## config.mk

```make
export PLATFORM = sky130hd
export DESIGN_NAME = mesh_output_arbiter_flat
export DESIGN_NICKNAME = d
export VERILOG_FILES = /design/src/rtl/mesh_output_arbiter_if.sv /design/src/rtl/mesh_output_arbiter.sv /design/src/flat_wrapper.sv
export SDC_FILE = /design/constraint.sdc
export NUM_CORES = 1
export LEC_CHECK = 0
export CORE_ASPECT_RATIO = 0.5
export CORE_UTILIZATION = 40
export DETAILED_ROUTE_END_ITERATION = 10
export PLACE_DENSITY = 0.82
export SYNTH_ARGS = -nofsm -noshare
export SYNTH_HDL_FRONTEND = slang
export SYNTH_SLANG_ARGS = --single-unit
export TNS_END_PERCENT = 1
```

## constraint.sdc

```tcl
create_clock -name clk -period 9.1 [get_ports clk]
set_clock_uncertainty 0.1 [all_clocks]
set_input_delay 2.275 -clock clk [delete_from_list [all_inputs] [get_ports clk]]
set_output_delay 2.275 -clock clk [all_outputs]
set_load 0.02 [all_outputs]
```

## src/rtl/mesh_output_arbiter_if.sv

```systemverilog
// mesh_output_arbiter_if: input-FIFO heads, output link and credit signals of one router output port.
interface mesh_output_arbiter_if #(
    parameter int N  = 4,
    parameter int FW = 16,
    parameter int CW = 4
);
    logic [N-1:0]          fifo_empty;
    logic [N-1:0]          fifo_tail;
    logic [N-1:0][FW-1:0]  fifo_dout;
    logic [N-1:0]          fifo_rd_en;
    logic [FW-1:0]         out_flit;
    logic                  out_valid;
    logic                  credit_in;
    logic [CW-1:0]         credit_cnt;
    logic                  locked;
    logic [$clog2(N)-1:0]  owner;
    logic                  credit_err;
    modport master (
        input  fifo_empty, fifo_tail, fifo_dout, credit_in,
        output fifo_rd_en, out_flit, out_valid, credit_cnt, locked, owner, credit_err
    );
    modport slave (
        output fifo_empty, fifo_tail, fifo_dout, credit_in,
        input  fifo_rd_en, out_flit, out_valid, credit_cnt, locked, owner, credit_err
    );
endinterface

```

## src/rtl/mesh_output_arbiter.sv

```systemverilog
// mesh_output_arbiter: wormhole round-robin output scheduler with credit-based flow control.
module mesh_output_arbiter #(
    parameter int  N       = 4,
    parameter int  CREDITS = 8,
    parameter int  FW      = 16,
    localparam int CW      = $clog2(CREDITS + 1),
    localparam int OW      = $clog2(N)
) (
    input logic                   clk,
    input logic                   reset,
    mesh_output_arbiter_if.master bus
);
    typedef enum logic {IDLE, LOCKED} state_t;
    state_t         state, state_nx;
    logic [OW-1:0]  rr_ptr, owner, rr_g, sel, idx;
    logic [CW-1:0]  credit_cnt;
    logic [FW-1:0]  out_flit;
    logic [N-1:0]   rd_en;
    logic           out_valid, credit_err, any_req, send;

    // descending scan so the candidate closest to rr_ptr wins
    always_comb begin
        rr_g = rr_ptr;
        any_req = 1'b0;
        idx = '0;
        for (int i = N - 1; i >= 0; i--) begin
            idx = OW'((int'(rr_ptr) + i) % N);
            if (!bus.fifo_empty[idx]) begin
                rr_g = idx;
                any_req = 1'b1;
            end
        end
    end

    always_comb begin
        sel = (state == LOCKED) ? owner : rr_g;
        send = reset && (credit_cnt != '0) && ((state == LOCKED) ? !bus.fifo_empty[owner] : any_req);
        rd_en = send ? (N'(1) << sel) : '0;
        state_nx = send ? (bus.fifo_tail[sel] ? IDLE : LOCKED) : state;
    end

    always_ff @(posedge clk) begin
        if (!reset) begin
            state <= IDLE;
            rr_ptr <= '0;
            owner <= '0;
            credit_cnt <= CW'(CREDITS);
            out_valid <= 1'b0;
            out_flit <= '0;
            credit_err <= 1'b0;
        end else begin
            state <= state_nx;
            out_valid <= send;
            if (send) begin
                owner <= sel;
                out_flit <= bus.fifo_dout[sel];
            end
            if (send && bus.fifo_tail[sel])
                rr_ptr <= (sel == OW'(N - 1)) ? '0 : sel + OW'(1);
            if (bus.credit_in && !send) begin
                if (credit_cnt == CW'(CREDITS))
                    credit_err <= 1'b1;
                else
                    credit_cnt <= credit_cnt + CW'(1);
            end else if (send && !bus.credit_in) begin
                credit_cnt <= credit_cnt - CW'(1);
            end
        end
    end

    assign bus.fifo_rd_en = rd_en;
    assign bus.out_flit   = out_flit;
    assign bus.out_valid  = out_valid;
    assign bus.credit_cnt = credit_cnt;
    assign bus.locked     = (state == LOCKED);
    assign bus.owner      = owner;
    assign bus.credit_err = credit_err;
endmodule

```

## src/flat_wrapper.sv

```systemverilog
// flat-port wrapper written by rule: the top's interface ports become plain ports
module mesh_output_arbiter_flat 
#(
    parameter int  N       = 4,
    parameter int  CREDITS = 8,
    parameter int  FW      = 16,
    localparam int CW      = $clog2(CREDITS + 1),
    localparam int OW      = $clog2(N)
)
  (clk, reset, bus_fifo_empty, bus_fifo_tail, bus_fifo_dout, bus_credit_in, bus_fifo_rd_en, bus_out_flit, bus_out_valid, bus_credit_cnt, bus_locked, bus_owner, bus_credit_err);
  mesh_output_arbiter_if #(.N(N), .FW(FW), .CW(CW)) bus_i ();
  input logic clk;
  input logic reset;
  input wire logic [$bits(bus_i.fifo_empty)-1:0] bus_fifo_empty;
  input wire logic [$bits(bus_i.fifo_tail)-1:0] bus_fifo_tail;
  input wire logic [$bits(bus_i.fifo_dout)-1:0] bus_fifo_dout;
  input wire logic [$bits(bus_i.credit_in)-1:0] bus_credit_in;
  output wire logic [$bits(bus_i.fifo_rd_en)-1:0] bus_fifo_rd_en;
  output wire logic [$bits(bus_i.out_flit)-1:0] bus_out_flit;
  output wire logic [$bits(bus_i.out_valid)-1:0] bus_out_valid;
  output wire logic [$bits(bus_i.credit_cnt)-1:0] bus_credit_cnt;
  output wire logic [$bits(bus_i.locked)-1:0] bus_locked;
  output wire logic [$bits(bus_i.owner)-1:0] bus_owner;
  output wire logic [$bits(bus_i.credit_err)-1:0] bus_credit_err;
  assign bus_i.fifo_empty = bus_fifo_empty;
  assign bus_i.fifo_tail = bus_fifo_tail;
  assign bus_i.fifo_dout = bus_fifo_dout;
  assign bus_i.credit_in = bus_credit_in;
  assign bus_fifo_rd_en = bus_i.fifo_rd_en;
  assign bus_out_flit = bus_i.out_flit;
  assign bus_out_valid = bus_i.out_valid;
  assign bus_credit_cnt = bus_i.credit_cnt;
  assign bus_locked = bus_i.locked;
  assign bus_owner = bus_i.owner;
  assign bus_credit_err = bus_i.credit_err;
  mesh_output_arbiter #(.N(N), .CREDITS(CREDITS), .FW(FW)) u_core (.clk(clk), .reset(reset), .bus(bus_i));
endmodule
```

Yosys cells after proc, flatten, opt, wreduce, memory -nomap -nowiden
Index checks and enable logic that the tools add are counted.

Bits in registers: 27. Input port bits: 75. Logic and storage cells: 65.

Add/subtract/negate cells: 6. Magnitude comparators: 6. Equal/unequal tests: 3. Shift-type cells: 1. Multiplexer cells: 30. Reductions and logical operators: 12.

Operators by type and width (number): $bmux 16 s2 (1); $lt 2x3->1 const B (6); $mux 16 (1); $mux 4 (4); $bmux 1 s2 (6); $mux 1 (12); $mux 2 (6); $logic_and 1x1->1 (5); $add 2x1->2 const B (2); $add 2x2->2 const B (2); $add 4x1->4 const B (1); $eq 4x4->1 const B (1); $reduce_and 2->1 (2); $reduce_bool 4->1 (1); $shl 1x2->4 const A (1); $sub 4x1->4 const B (1); $logic_not 1->1 (3); $eq 2x2->1 const B (1); $ne 2x2->1 const B (1); $reduce_bool 2->1 (1).

Depth between registers and ports, before layout
Gate-level depths: netlist (run 1).

Word-level depth: 13. Gate-level depth with buffers: 11.

Worst setup path before layout (run 1)
No wires, ideal clock.

Kind: input to output. From: input port bus_fifo_empty[3]. To: output port bus_fifo_rd_en[3]. Data arrival time: 3548 ps. Data required time: 6725 ps. Slack: 3177 ps. Stages: 8. Buffers on the path: 2. Cell sequence: nand2b_1 a311oi_2 or2_1 buf_6 buf_12 inv_1 ha_1 and3_1.

Word-level cells in the longest chain between the ends: 9. Elaborated cells on any way between the ends: 24. Classes of those cells: shift: 1; mux: 21; reduce/logical: 2.

RTL lines: from (decl) (line flat_wrapper.sv:14) `input wire logic [$bits(bus_i.fifo_empty)-1:0] bus_fifo_empty;`; $bmux 1 s2 (line mesh_output_arbiter.sv:28) `if (!bus.fifo_empty[idx]) begin`; $mux 1 (implied by the code) (line mesh_output_arbiter.sv:28); $mux 2 (3 in series) (line mesh_output_arbiter.sv:28); $mux 2 (*) (line mesh_output_arbiter.sv:28); $mux 2 (*) (line mesh_output_arbiter.sv:36) `sel = (state == LOCKED) ? owner : rr_g;`; named net u_core.sel[1] (line mesh_output_arbiter.sv:15) `logic [OW-1:0] rr_ptr, owner, rr_g, sel, idx;`; $shl 1x2->4 (*) (line mesh_output_arbiter.sv:38) `rd_en = send ? (N'(1) << sel) : '0;`; $mux 4 (*) (line mesh_output_arbiter.sv:38); to (decl) (line flat_wrapper.sv:18) `output wire logic [$bits(bus_i.fifo_rd_en)-1:0] bus_fifo_rd_en;`.

The timed path passes the listed nets; every way through them passes the cells marked *. The select of a mux whose other input is x is not followed.

Worst setup path after layout (run 1)
Same ends and word-level chain as after synthesis.

==> reports/results.txt, run 1 <==
Max FO, Critical Path -> 38
Root buf cell -> clkbuf_8
Drt via density -> 5.08
Antenna Cells -> 0
Synth Instances -> 197
Final ANT Viol Nets -> 0
Final Max Slew Viols -> 0
Via Count -> 1819
DRC viols -> 0
Sum Neg Setup Slack -> 0 ns
Rows -> 17
Synth Flop Type -> dfxtp_1
Clock Pin Slew Worst Setup and Hold Paths -> 0.09 ns
Top-count cell post-synth -> mux2i_1
Starting Density -> 42.8%
CTS Buffer Depth -> 2
Cts bufs inserted -> 3
Gp weighted congestion -> 0.737
IO Count -> 104
Share of layout cells above drive strength 1 -> 12.3%
Antenna violations before repair -> 0
Worst slew margin -> 28.9%
Max Used Layer -> met4
# Post-CTS Setup Buffers -> 0
Largest cells by area after synthesis -> dfxtp_1 28%, mux2i_1 17%, mux2_2 9.3%
Syn Area/Cell -> 9.79 um^2
Core ar. -> 4510 um^2
First drt pass iteration count -> 7
FFs w/ async S/R, synth -> 0%
Most common library cells after synthesis -> 33 x mux2i_1, 27 x dfxtp_1, 19 x nand3_1, 16 x mux2_2
Unrepaired setup endpoints after global routing -> no
Final setup margin -> 1.40 ns
Top cell type by total area after synthesis -> dfxtp_1
# fillers -> 388
Crit Path Category -> in2out
Total power -> 815 uW
I/O Buffers -> 103
CTS tree -> done
Post-synth EDFFs -> 0
Syn nets -> 279
Clk sinks -> 27
Cell Pwr Density -> 277 nW/um^2
Hold Crit Class -> reg2reg
Worst-Skew Late Latency -> 0.27 ns
Met3 wire len -> 154 um
Final Critical Period -> 7.70 ns
Static leakage -> 0.00123 uW
Number of max-cap violations -> 0
#FFs+latches synth -> 27
Largest net degree at the start of global routing -> 40
Worst EP arrival -> 5.32 ns
Final setup viols -> 0
Wire per inst -> 13.7 um
M1 WL -> 2140 um
Area grow syn2layout -> 52.7%
Startpoint Class -> input port
Max Clk Rate -> 0.130 GHz
Pre-CTS setup slack -> 1.44 ns
Post-synthesis sequential area ratio -> 28.0%
Post-Syn Area -> 1930 um^2
Least-Margin Pin Slew -> 1.07 ns
Outcome -> complete, no violations
CP Data Required Time -> 6.73 ns
Global-route wire length before repair -> 7890 um
Grt ovf -> 0
Maximum VDD drop -> 0.131 mV
Starting DRT DRC Count -> 48
Warnings from Yosys -> 0
Period utilization -> 84.6%
Chip Width -> 100 um
Die area -> 5120 um^2
Hpwl dp -> 3750 um
Post-cts sizing count -> 0
Drt total wl -> 4900 um
Die Span Y -> 51.1 um
Crit. End Element -> output pin
DR WL met2 -> 2530 um
Post-synth top area share -> 28.0%
Vias in the first global route -> 1770
Post-synth cell types -> 48
Final Hold Viols -> 0
H-tree Lvls -> 1
Nets -> 375
Post-CTS Hold Buffers -> 0
Total GRT Usage -> 19.2%
-- stage by stage --
| stage | cells | instance area, um^2 | hold slack [ns] | utilization [%] |
|---|---|---|---|---|
| after global placement | 354 | 2900 | 0.344 | 64.3 |
| after detailed placement | 354 | 2900 | 0.352 | 64.3 |
| after floorplan | 197 | 1930 | 0.405 | - |
| after global routing | 358 | 2940 | 0.379 | 65.3 |
| after CTS | 358 | 2940 | 0.364 | 65.3 |
| final | 358 | 2940 | 0.357 | 65.3 |
-- critical path: stages --
cell	delay, ns
clkdlybuf4s50_1	0.53
nand2b_1	0.12
a311oi_2	0.33
or2_2	0.89
inv_1	0.17
ha_1	0.29
and3_1	0.17
clkdlybuf4s50_1	0.54
-- cell type report --
cell class	instances	area [um^2]	area share (%)
Inverter	8	30.0	1.02
Clock buffer	3	41.3	1.40
Tap cell	66	82.6	2.80
Sequential cell	27	541	18.4
Timing Repair Buffer	103	1030	35.0
Clock inverter	1	5.00	0.170
Multi-Input combinational cell	150	1210	41.2
-- path summary, 6_finish.rpt --
kind / startpoint / end / slack (ns) / cells after the start
max: bus_fifo_empty[3] / bus_fifo_rd_en[3] / 1.40 / 8
min: u_core.bus.out_flit[1]$_SDFFE_PN0P_ / u_core.bus.out_flit[1]$_SDFFE_PN0P_ / 0.36 / 2
max reg2reg: u_core.bus.owner[1]$_SDFFE_PN0P_ / u_core.bus.credit_cnt[3]$_SDFFE_PN1P_ / 5.67 / 10
min reg2reg: u_core.bus.out_flit[1]$_SDFFE_PN0P_ / u_core.bus.out_flit[1]$_SDFFE_PN0P_ / 0.36 / 2
-- cells in the final DEF (no fill, tap or decap), drive strengths merged, types with 5 or more instances in the layout --
cell	Yosys	routed
a21oi	5	5
mux2i	33	33
clkdlybuf4s50	0	103
mux2	16	16
nand3	19	19
nand2	5	5
o21ai	20	20
dfxtp	27	27
ha	6	6
inv	8	8
nor2	11	11
-- registers in the layout, summed over array words and instances (netlist names) --
signal / count
u_core.bus.out_flit: 16
u_core.bus.credit_cnt: 4
u_core.bus.owner: 2
u_core.rr_ptr: 2
u_core.bus.credit_err: 1
u_core.bus.locked: 1
u_core.bus.out_valid: 1
-- where the power goes --
group / internal [uW] / switching, uW
clock network: 30.7 / 36.1
registers: 174 / 44.9
logic: 270 / 260
-- layer usage --
layer | global-route usage, % | vias up
met5 | 0 | -
met4 | 5.56 | 0
met3 | 3.83 | 8
met2 | 35.2 | 45
met1 | 23.2 | 843
li1 | - | 923
-- logic make-up after synthesis --
family          synth area share [%]
mux                             27.6
simple gates                    12.5
compound gates                  16.5
flops                           28.0
buf+inv                         9.02
fa+ha+maj                       4.93
xor+xnor                        1.36
No activity file was read; power rests on OpenSTA's default activity.
==> run 2, diff against run 1 <==
--- a/config.mk
+++ b/config.mk
@@ -6,9 +6,9 @@
 export NUM_CORES = 1
 export LEC_CHECK = 0
 export CORE_ASPECT_RATIO = 0.5
-export CORE_UTILIZATION = 40
+export CORE_UTILIZATION = 36
 export DETAILED_ROUTE_END_ITERATION = 10
-export PLACE_DENSITY = 0.82
+export PLACE_DENSITY = 0.78
 export SYNTH_ARGS = -nofsm -noshare
 export SYNTH_HDL_FRONTEND = slang
 export SYNTH_SLANG_ARGS = --single-unit
==> constraint.sdc (replaced) <==
create_clock -name clk -period 6.3 [get_ports clk]
set_clock_uncertainty 0.1 [all_clocks]
set_input_delay 1.575 -clock clk [delete_from_list [all_inputs] [get_ports clk]]
set_output_delay 1.575 -clock clk [all_outputs]
set_load 0.02 [all_outputs]
==> run 2 against run 1 <==
Effect of this change:
- cell area rose by 1.0%
- sequential cell count unchanged
- critical path depth unchanged
- sequential power is 44% higher
- clock power grew 51%
- final cell count is 2.0% higher
- worst hold slack gained 0.00068 ns
- highest routed layer unchanged
- non-clock buffer count increased by 3
- routed wire length increased by 4.0%
- largest cell class unchanged
==> reports/results.txt, run 2 (synthesis results as in run 1) <==
Vias in the first global route -> 1799 (was 1770)
Clock power frac -> 8.5% (was 8.2%)
Commonest non-fill, non-tap cell in the layout -> clkdlybuf4s50_1 (unchanged)
Rows -> 18 (was 17)
Drt total wl -> 5090 um (was 4900 um)
Gp weighted congestion -> 0.764 (was 0.737)
I/O Buffers -> 103 (unchanged)
H-tree Lvls -> 1 (unchanged)
Startpoint Class -> input port (unchanged)
Crit Path Category -> in2out (unchanged)
Crit path cell chain -> clkdlybuf4s50_1 -> o2bb2ai_1 -> a21oi_1 -> a32oi_2 -> inv_2 -> ha_1 -> and3_1 -> clkdlybuf4s50_1 (was clkdlybuf4s50_1 -> nand2b_1 -> a311oi_2 -> or2_2 -> inv_1 -> ha_1 -> and3_1 -> clkdlybuf4s50_1)
Largest Register -> u_core.bus.out_flit (unchanged)
CP Data Required Time -> 4.62 ns (was 6.73 ns)
IO Count -> 104 (unchanged)
Worst EP arrival -> 4.07 ns (was 5.32 ns)
Min Hold Slack -> 0.358 ns (was 0.357 ns)
Static leakage -> 0.00124 uW (was 0.00123 uW)
Largest net degree at the start of global routing -> 40 (unchanged)
FF/Latch Area -> 541 um^2 (unchanged)
Worst slew margin -> 50.1% (was 28.9%)
Switching Share -> 42.0% (was 41.8%)
DRC viols -> 0 (unchanged)
First drt pass iteration count -> 4 (was 7)
Number of max-cap violations -> 0 (unchanged)
Total GRT Usage -> 17.5% (was 19.2%)
Sum Neg Setup Slack -> 0 ns (unchanged)
Root buf cell -> clkbuf_8 (unchanged)
Clock Pin Slew Worst Setup and Hold Paths -> 0.09 ns (about the same)
Slowest cell delay on critical path -> 0.61 ns (was 0.89 ns)
Largest registers -> u_core.bus.out_flit (16), u_core.bus.credit_cnt (4) (unchanged)
Combinational cell fraction of total power -> 65.0% (about the same)
Area grow syn2layout -> 54.3% (was 52.7%)
Drt via density -> 4.99 (was 5.08)
Outcome -> complete, no violations (unchanged)
Die Span Y -> 53.8 um (was 51.1 um)
Max FO, Critical Path -> 21 (was 38)
Slowest CP cell -> clkdlybuf4s50_1 (was or2_2)
Starting Density -> 38.2% (was 42.8%)
Chip Width -> 105 um (was 100 um)
Most used cell along the critical path -> clkdlybuf4s50_1 (unchanged)
Int Power -> 688 uW (was 475 uW)
Worst path bufs/invs -> 3 (unchanged)
Post-cts sizing count -> 0 (unchanged)
Final setup viols -> 0 (unchanged)
Cell Pwr Density -> 399 nW/um^2 (was 277 nW/um^2)
Post-CTS Hold Buffers -> 0 (unchanged)
Crit. End Element -> output pin (unchanged)
Hpwl dp -> 4070 um (was 3750 um)
Final Hold Viols -> 0 (unchanged)
Max Clk Rate -> 0.174 GHz
Cts bufs inserted -> 3 (unchanged)
Antenna Cells -> 0 (unchanged)
Global-route wire length before repair -> 7880 um (was 7890 um)
Hold Crit Class -> reg2reg (unchanged)
Final setup margin -> 0.552 ns (was 1.40 ns)
Footprint of the multi-input gates -> 1210 um^2 (unchanged)
# fillers -> 439 (was 388)
Core ar. -> 5040 um^2 (was 4510 um^2)
Final Max Slew Viols -> 0 (unchanged)
Nets -> 378 (was 375)
Worst-Skew Late Latency -> 0.27 ns (about the same)
CTS Buffer Depth -> 2 (unchanged)
Antenna violations before repair -> 0 (unchanged)
Die area -> 5670 um^2 (was 5120 um^2)
CP top delay family -> buffers and inverters (unchanged)
Most frequent cells in the layout -> 103 x clkdlybuf4s50_1, 33 x mux2i_1, 27 x dfxtp_1 (unchanged)
Starting DRT DRC Count -> 40 (was 48)
Unrepaired setup endpoints after global routing -> no (unchanged)
CTS tree -> done (unchanged)
Final Critical Period -> 5.75 ns
Share of layout cells above drive strength 1 -> 13.2% (was 12.3%)
# Post-CTS Setup Buffers -> 0 (unchanged)
Reg2Reg Setup Slack -> 2.93 ns (was 5.67 ns)
Clk sinks -> 27 (unchanged)
Pre-CTS setup slack -> 0.584 ns (was 1.44 ns)
Seq pwr share -> 26.5% (was 26.9%)
P_sw -> 499 uW (was 341 uW)
Wire per inst -> 14.0 um (was 13.7 um)
Maximum VDD drop -> 0.212 mV (was 0.131 mV)
Least-Margin Pin Slew -> 0.746 ns (was 1.07 ns)
Period utilization -> 91.2%
Max FFs per register -> 16 (unchanged)
Via Count -> 1822 (was 1819)
Final ANT Viol Nets -> 0 (unchanged)
Grt ovf -> 0 (unchanged)
-- run 2: cell types whose count changed in the layout (fill, tap and decap cells not counted), sizes merged --
| cell | delta |
|---|---|
| buf | +3 |
| clkinv | -1 |
| clkinvlp | +1 |
-- run 2: per-layer routing --
layer	GRT usage, %	vias to the layer above	wire, um
met5	0	-	0
met4	3.70	0	38
met3	2.91	4	125
met2	36.7	32	2780
met1	19.3	857	2150
li1	-	929	-
-- run 2: power groups by stage --
stage | clock network [uW] | registers, uW | logic [uW]
after global routing | 111 | 326 | 832
after detailed placement | 0 | 319 | 774
after global placement | 0 | 316 | 758
after floorplan | 0 | 402 | 457
after CTS | 104 | 316 | 777
final | 101 | 315 | 771
-- run 2: layout make-up --
cell class              count  share of cell area (%)
repair buffers            106                    35.4
multi-input cells         150                    40.8
well taps                  70                    2.94
inverters                   8                    1.01
clock inverters             1                   0.252
flip-flops and latches     27                    18.2
clock buffers               3                    1.39
-- run 2: final timing paths --
| path | from | endpoint | depth (start not counted) |
|---|---|---|---|
| min | u_core.bus.out_flit[14]$_SDFFE_PN0P_ | u_core.bus.out_flit[14]$_SDFFE_PN0P_ | 2 |
| max reg2reg | u_core.bus.owner[1]$_SDFFE_PN0P_ | u_core.bus.credit_cnt[3]$_SDFFE_PN1P_ | 10 |
| min reg2reg | u_core.bus.out_flit[14]$_SDFFE_PN0P_ | u_core.bus.out_flit[14]$_SDFFE_PN0P_ | 2 |
| max | bus_fifo_empty[0] | bus_fifo_rd_en[1] | 8 |
-- run 2: worst min-delay path, cell delays in order, from the launching register on --
cell and delay [ns]:
dfxtp_1 0.32, nand3_1 0.05, o21ai_1 0.05
-- run 2: metrics by stage --
| stage | total power, uW | area, um^2 | cells | utilization, % |
|---|---|---|---|---|
| after detailed placement | 1090 | 2930 | 361 | 58.0 |
| final | 1190 | 2970 | 365 | 59.0 |
| after CTS | 1200 | 2970 | 365 | 59.0 |
| after floorplan | 859 | 1930 | 197 | - |
| after global routing | 1270 | 2970 | 365 | 59.0 |
| after global placement | 1070 | 2930 | 361 | 58.0 |
==> run 3, diff against run 2 <==
--- a/config.mk
+++ b/config.mk
@@ -12,4 +12,3 @@
 export SYNTH_ARGS = -nofsm -noshare
 export SYNTH_HDL_FRONTEND = slang
 export SYNTH_SLANG_ARGS = --single-unit
-export TNS_END_PERCENT = 1
==> results of run 3 <==
The final DEF is identical to that of run 2; final timing and power are the same.
